### config.mk
export PLATFORM = sky130hd
export DESIGN_NAME = dffsn_char_seq
export DESIGN_NICKNAME = d
export VERILOG_FILES = /design/src/rtl/dffsn_char_pkg.sv /design/src/rtl/dffsn_char_seq_lfsr8.sv /design/src/rtl/dffsn_char_seq.sv
export SDC_FILE = /design/constraint.sdc
export NUM_CORES = 1
export LEC_CHECK = 0
export CAP_MARGIN = 10
export CORE_MARGIN = 2
export CORE_UTILIZATION = 50
export CTS_BUF_LIST = sky130_fd_sc_hd__clkbuf_4 sky130_fd_sc_hd__clkbuf_8 sky130_fd_sc_hd__clkbuf_16
export CTS_CLUSTER_SIZE = 25
export DETAILED_ROUTE_END_ITERATION = 16
export GPL_TIMING_DRIVEN = 0
export PLACE_DENSITY = 0.72
export REMOVE_ABC_BUFFERS = 1
export SLEW_MARGIN = 10
export SYNTH_ARGS = -nofsm -noshare
export SYNTH_HDL_FRONTEND = slang
export SYNTH_SLANG_ARGS = --single-unit
export TNS_END_PERCENT = 50
### constraint.sdc
create_clock -name CLK -period 1.9 [get_ports CLK]
set_input_delay 0.57 -clock CLK [delete_from_list [all_inputs] [get_ports CLK]]
set_output_delay 0.57 -clock CLK [all_outputs]
set_load 0.005 [all_outputs]
### src/rtl/dffsn_char_pkg.sv
// Shared encodings and LFSR helpers for the negative-edge set-flop characterizer.
package dffsn_char_pkg;

    typedef enum logic [1:0] {
        ST_IDLE = 2'd0,
        ST_RUN  = 2'd1,
        ST_DONE = 2'd2
    } state_t;

    // Four phases per vector: setup, capture edge, release, compare.
    localparam int PHASE_W = 2;

    // Fibonacci taps 8,6,5,4 expressed as a bit mask over value[7:0].
    localparam logic [7:0] LFSR_TAPS = 8'hB8;

    // One LFSR step: shift left, feedback into bit 0.
    function automatic logic [7:0] lfsr_next(input logic [7:0] v);
        return {v[6:0], ^(v & LFSR_TAPS)};
    endfunction

    // The all-zero state locks the LFSR, so a zero seed is promoted to 1.
    function automatic logic [7:0] seed_fix(input logic [7:0] s);
        return (s == 8'h00) ? 8'h01 : s;
    endfunction

    // Set is asserted (low) for one vector in four: when bits [2:1] are both zero.
    function automatic logic stim_sn(input logic [7:0] v);
        return (v[2:1] != 2'b00);
    endfunction

endpackage

### src/rtl/dffsn_char_seq_lfsr8.sv
// 8-bit Fibonacci LFSR with synchronous load of the (zero-protected) seed.
module lfsr8
    import dffsn_char_pkg::*;
#(
    parameter logic [7:0] SEED = 8'hA5
) (
    input  logic       clk,
    input  logic       rn,
    input  logic       load,
    input  logic       step,
    output logic [7:0] value
);

    localparam logic [7:0] SEED_EFF = seed_fix(SEED);

    // Reset and load both return to the seed; load wins over step.
    always_ff @(posedge clk) begin
        if (!rn)
            value <= SEED_EFF;
        else if (load)
            value <= SEED_EFF;
        else if (step)
            value <= lfsr_next(value);
    end

endmodule

### src/rtl/dffsn_char_seq.sv
// Stimulus/check sequencer for a negative-edge D flop with active-low set.
// Each vector is four cycles: drive D/SN, drop CLKN (capture), raise CLKN,
// then compare Q/QN against an internal reference flop.
module dffsn_char_seq
    import dffsn_char_pkg::*;
#(
    parameter int         N_VEC = 64,
    parameter logic [7:0] SEED  = 8'hA5
) (
    input  logic       CLK,
    input  logic       RN,
    input  logic       START,
    input  logic       DUT_Q,
    input  logic       DUT_QN,
    output logic       DUT_D,
    output logic       DUT_SN,
    output logic       DUT_CLKN,
    output logic       BUSY,
    output logic       DONE,
    output logic       PASS,
    output logic [7:0] ERR_CNT
);

    localparam logic [7:0] SEED_EFF = seed_fix(SEED);
    localparam logic [9:0] LAST_VEC = 10'(N_VEC - 1);

    state_t               state, state_n;
    logic [PHASE_W-1:0]   phase, phase_n;
    logic [9:0]           vec_cnt, vec_n;
    logic [7:0]           err_n;
    logic                 model_q, model_n;
    logic                 d_n, sn_n, clkn_n;
    logic                 lfsr_load, lfsr_step;
    logic [7:0]           lfsr_val, lfsr_nxt;
    logic                 mismatch;

    lfsr8 #(.SEED(SEED)) u_lfsr (
        .clk   (CLK),
        .rn    (RN),
        .load  (lfsr_load),
        .step  (lfsr_step),
        .value (lfsr_val)
    );

    // Stimulus for the following vector is derived from the value the LFSR
    // is about to step to, so D/SN are ready in the same edge as the step.
    assign lfsr_nxt = lfsr_next(lfsr_val);
    assign mismatch = (DUT_Q != model_q) || (DUT_QN == model_q);

    // Next-state, datapath and stimulus decisions.
    always_comb begin
        state_n   = state;
        phase_n   = phase;
        vec_n     = vec_cnt;
        err_n     = ERR_CNT;
        model_n   = model_q;
        d_n       = DUT_D;
        sn_n      = DUT_SN;
        clkn_n    = DUT_CLKN;
        lfsr_load = 1'b0;
        lfsr_step = 1'b0;
        case (state)
            ST_IDLE, ST_DONE: begin
                d_n    = 1'b0;
                sn_n   = 1'b1;
                clkn_n = 1'b1;
                if (START) begin
                    state_n   = ST_RUN;
                    phase_n   = '0;
                    vec_n     = '0;
                    err_n     = '0;
                    model_n   = 1'b1;
                    lfsr_load = 1'b1;
                    d_n       = SEED_EFF[0];
                    sn_n      = stim_sn(SEED_EFF);
                end
            end
            ST_RUN: begin
                phase_n = phase + 1'b1;
                case (phase)
                    2'd0: begin
                        // Falling CLKN lands here; the reference captures alongside.
                        clkn_n  = 1'b0;
                        model_n = DUT_SN ? DUT_D : 1'b1;
                    end
                    2'd1: clkn_n = 1'b1;
                    2'd2: clkn_n = 1'b1;
                    default: begin
                        if (mismatch && (ERR_CNT != 8'hFF))
                            err_n = ERR_CNT + 8'd1;
                        lfsr_step = 1'b1;
                        vec_n     = vec_cnt + 10'd1;
                        clkn_n    = 1'b1;
                        if (vec_cnt == LAST_VEC) begin
                            state_n = ST_DONE;
                            d_n     = 1'b0;
                            sn_n    = 1'b1;
                        end else begin
                            d_n  = lfsr_nxt[0];
                            sn_n = stim_sn(lfsr_nxt);
                        end
                    end
                endcase
            end
            default: state_n = ST_IDLE;
        endcase
    end

    // State and registered outputs; reset aborts any run in the same edge.
    always_ff @(posedge CLK) begin
        if (!RN) begin
            state    <= ST_IDLE;
            phase    <= '0;
            vec_cnt  <= '0;
            ERR_CNT  <= '0;
            model_q  <= 1'b1;
            DUT_D    <= 1'b0;
            DUT_SN   <= 1'b1;
            DUT_CLKN <= 1'b1;
        end else begin
            state    <= state_n;
            phase    <= phase_n;
            vec_cnt  <= vec_n;
            ERR_CNT  <= err_n;
            model_q  <= model_n;
            DUT_D    <= d_n;
            DUT_SN   <= sn_n;
            DUT_CLKN <= clkn_n;
        end
    end

    assign BUSY = (state == ST_RUN);
    assign DONE = (state == ST_DONE);
    assign PASS = DONE && (ERR_CNT == 8'h00);

endmodule

==> impl_metrics.ini <==
[layout]
drive_gt1_share_pct = 20.6
final_cell_mix = nand2_1 (29), dfxtp_1 (24), nor2_1 (14), buf_4 (14), a21oi_1 (12)
final_cells = 284
areaGrowthSynthToFinish_pct = 25.6
fin_util_pct = 65.4
layout.nets = 247
antenna-diode-count = 0
final_common_cell = nand2_1

[pwr]
switchingPower_mw = 0.350
power.density_mw_per_mm2 = 646
combPwrFrac_pct = 10.4
p_leak_nw = 0.869
sequentialPowerShare_pct = 51.9
vdd_ir_drop_max_v = 0.000526
switching_share_pct = 24.8
clock_power_share_pct = 37.7
finalPower_mw = 1.41
p_int_mw = 1.06

[synth]
ys_ff_latch = 34
yosysSeqAreaShare_pct = 39.2
syn_area_sq_mm = 0.00174
synth.distinct_cells = 52
synth_flop_cell = dfxtp_1
synth_cells = 209
synth_edf_count = 0
ys_warn_count = 0
async_flop_share_pct = 0
ys_top_cells_by_area = dfxtp_1 (39%), nand2_1 (6.5%), ha_1 (3.6%), a21oi_1 (3.5%), nand3_1 (3.2%)
yosysTopAreaCell = dfxtp_1
postSynthAreaPerCell_sq_um = 8.32
netlist.area_leader.share_pct = 39.2

[global_route]
grt-ovfl-total = 0
grt_antenna_before_repair = 0
first_global_vias = 1508
grt_pass1_wl_microns = 6710
track_usage_pct = 21.5
gr-usage-met2_pct = 37.0
grt_max_degree = 19
grt_busiest_layer = met2
grt_use_met3_pct = 7.39
grt_use_met1_pct = 23.5

[clock_tree]
cts_hold_buf = 0
cts_buffer_depth = 2
cts_sinks = 34
clock_latency_ns = 0.35
cts_tree = done
clk_pin_slew_worst_paths_ns = 0.10
cts_buffers = 5
cts_root_buf = clkbuf_4
htreeDepth = 2

[setup_path]
crit_required_ns = 1.33
critPathMaxStageDelay_ns = 0.34
crit_path_max_fanout = 2
arrival_ns = 1.51
cp_slowest_cell = dfxtp_2
crit_chain = inv_1, ha_1, nor4b_4, nand2_1, nor4_2, buf_2
cp-start-kind = register
timing_worst_setup_path_type = register to primary output
cp-end-kind = primary output

[sta]
finalHoldViolations = 0
period_needed_ns = 2.08
drv_slew = 0
finClkSkew_ns = 0.00705
relSlewSlack_pct = 54.7
max_freq_mhz = 480
rsz0062_at_grt = yes
finalCritPeriodShare_pct = 110
worst_slew_pin_slew_ns = 0.679
worst_slack_ns = -0.185
final-setup-viol-count = 1
setup_tns_ns = -0.185

[status]
violations = negative setup slack
outcome = complete, but fails checks

[die]
chipWidth_microns = 63.0
dieHeight_microns = 63.0
ios = 19
core_area_sq_mm = 0.00334
num_rows = 21
start_util_pct = 52.1
die-area_sq_mm = 0.00396

[place]
dp_hpwl_microns = 2790
portBuffers = 18
dpl_worst_slack_ns = -0.592
placed_cells = 262
place_congestion = 0.842

[routing]
vias = 1613
postRouteAntennaNets = 0
routed_via_density = 5.68
routed_wl_microns = 4130
wire_per_inst_microns = 14.5
drt-initial-drc-count = 60
dr.pass1.iters = 5
remaining_drc_errors = 0

[flow_run]
maxCapViolCount = 0

[worst_hold_path]
hold_class = register to register
==> critical path, delay by kind of cell (launching register included) <==
family                     cells  cell delay (ns)
adders and majority gates      1             0.16
and+or+nand+nor                3             0.44
DFF                            1             0.34
buffers and inverters          2             0.23
==> cell usage after synthesis (all sizes together), types with 2 or more instances <==
library cell and instances:
dfxtp 34, nand2 30, nor2 15, a21oi 12
nand3 11, clkbuf 8, o21ai 8, inv 6
ha 5, nor2b 5, nor3 5, xnor2 5
mux2i 4, xor2 4, a211oi 3, and2b 3
buf 3, nand2b 3, o2111ai 3, o211ai 3
o31ai 3, or2 3, and2 2, and3 2
and3b 2, nand3b 2, nand4 2, nor3b 2
nor4 2, o31a 2, or4 2
==> through the flow <==
stage	hold slack, ns	cell area (sq um)
2_1_floorplan	0.432	1690
3_3_place_gp	0.445	1920
3_5_place_dp	0.453	1920
4_1_cts	0.469	2080
5_1_grt	0.488	2180
6_report	0.465	2180
==> cell type report <==
| type | instances | area, sq um |
|---|---|---|
| timing repair buffer | 32 | 284 |
| sequential | 34 | 706 |
| tap | 46 | 57.6 |
| clock inverter | 3 | 40.0 |
| clock buffer | 5 | 37.5 |
| inverter | 6 | 22.5 |
| multi-input combinational | 158 | 1040 |
| fill | 296 | 1150 |
==> path summary, 6_finish.rpt <==
path / start / to / slack, ns / cells past startpoint
worst max-delay path: ERR_CNT[1]$_SDFFE_PN0P_ / PASS / -0.18 / 6
worst min-delay path: u_lfsr.value[6]$_SDFFE_PP0P_ / u_lfsr.value[6]$_SDFFE_PP0P_ / 0.47 / 2
worst max register to register: phase[1]$_SDFFE_PN0N_ / vec_cnt[9]$_SDFFE_PN0P_ / 0.10 / 5
worst min register to register: u_lfsr.value[6]$_SDFFE_PP0P_ / u_lfsr.value[6]$_SDFFE_PP0P_ / 0.47 / 2
==> per-layer routing <==
layer	vias up	part of all wire, %
li1	802	-
met1	762	42
met2	39	51
met3	10	4.8
met4	0	2.3
met5	-	0
==> power groups by stage <==
stage          Clock [mW]  Sequential [mW]  Combinational [mW]
5_1_grt             0.567            0.735               0.159
4_1_cts             0.544            0.737               0.136
3_5_place_dp            0            0.754               0.124
6_report            0.532            0.732               0.146
2_1_floorplan           0            0.753              0.0704
3_3_place_gp            0            0.753               0.118
==> sequential cells by signal, summed over array words and instances (netlist names) <==
name / count
state: 2
model_q: 1
phase: 2
DUT_CLKN: 1
u_lfsr.value: 8
DUT_D: 1
ERR_CNT: 8
DUT_SN: 1
vec_cnt: 10
==> repair_timing <==
action,in CTS,in global routing
buffers inserted,5,9
resized for setup,28,14
setup endpoints to repair,14,15
cloned,0,0
pin swaps,1,3
==> cells by family (layout without fill, tap and decap cells) <==
logic type	Yosys count	in the layout	synth area share, %
buffers and inverters	17	46	4.32
multiplexers	4	4	2.30
XOR/XNOR	9	9	4.54
flip-flops	34	34	39.2
AND/OR/NAND/NOR	94	94	28.1
AO/OA/AOI/OAI	46	46	18.0
adder cells (fa/ha/maj)	5	5	3.60
Power figures use the tool's default switching activity.
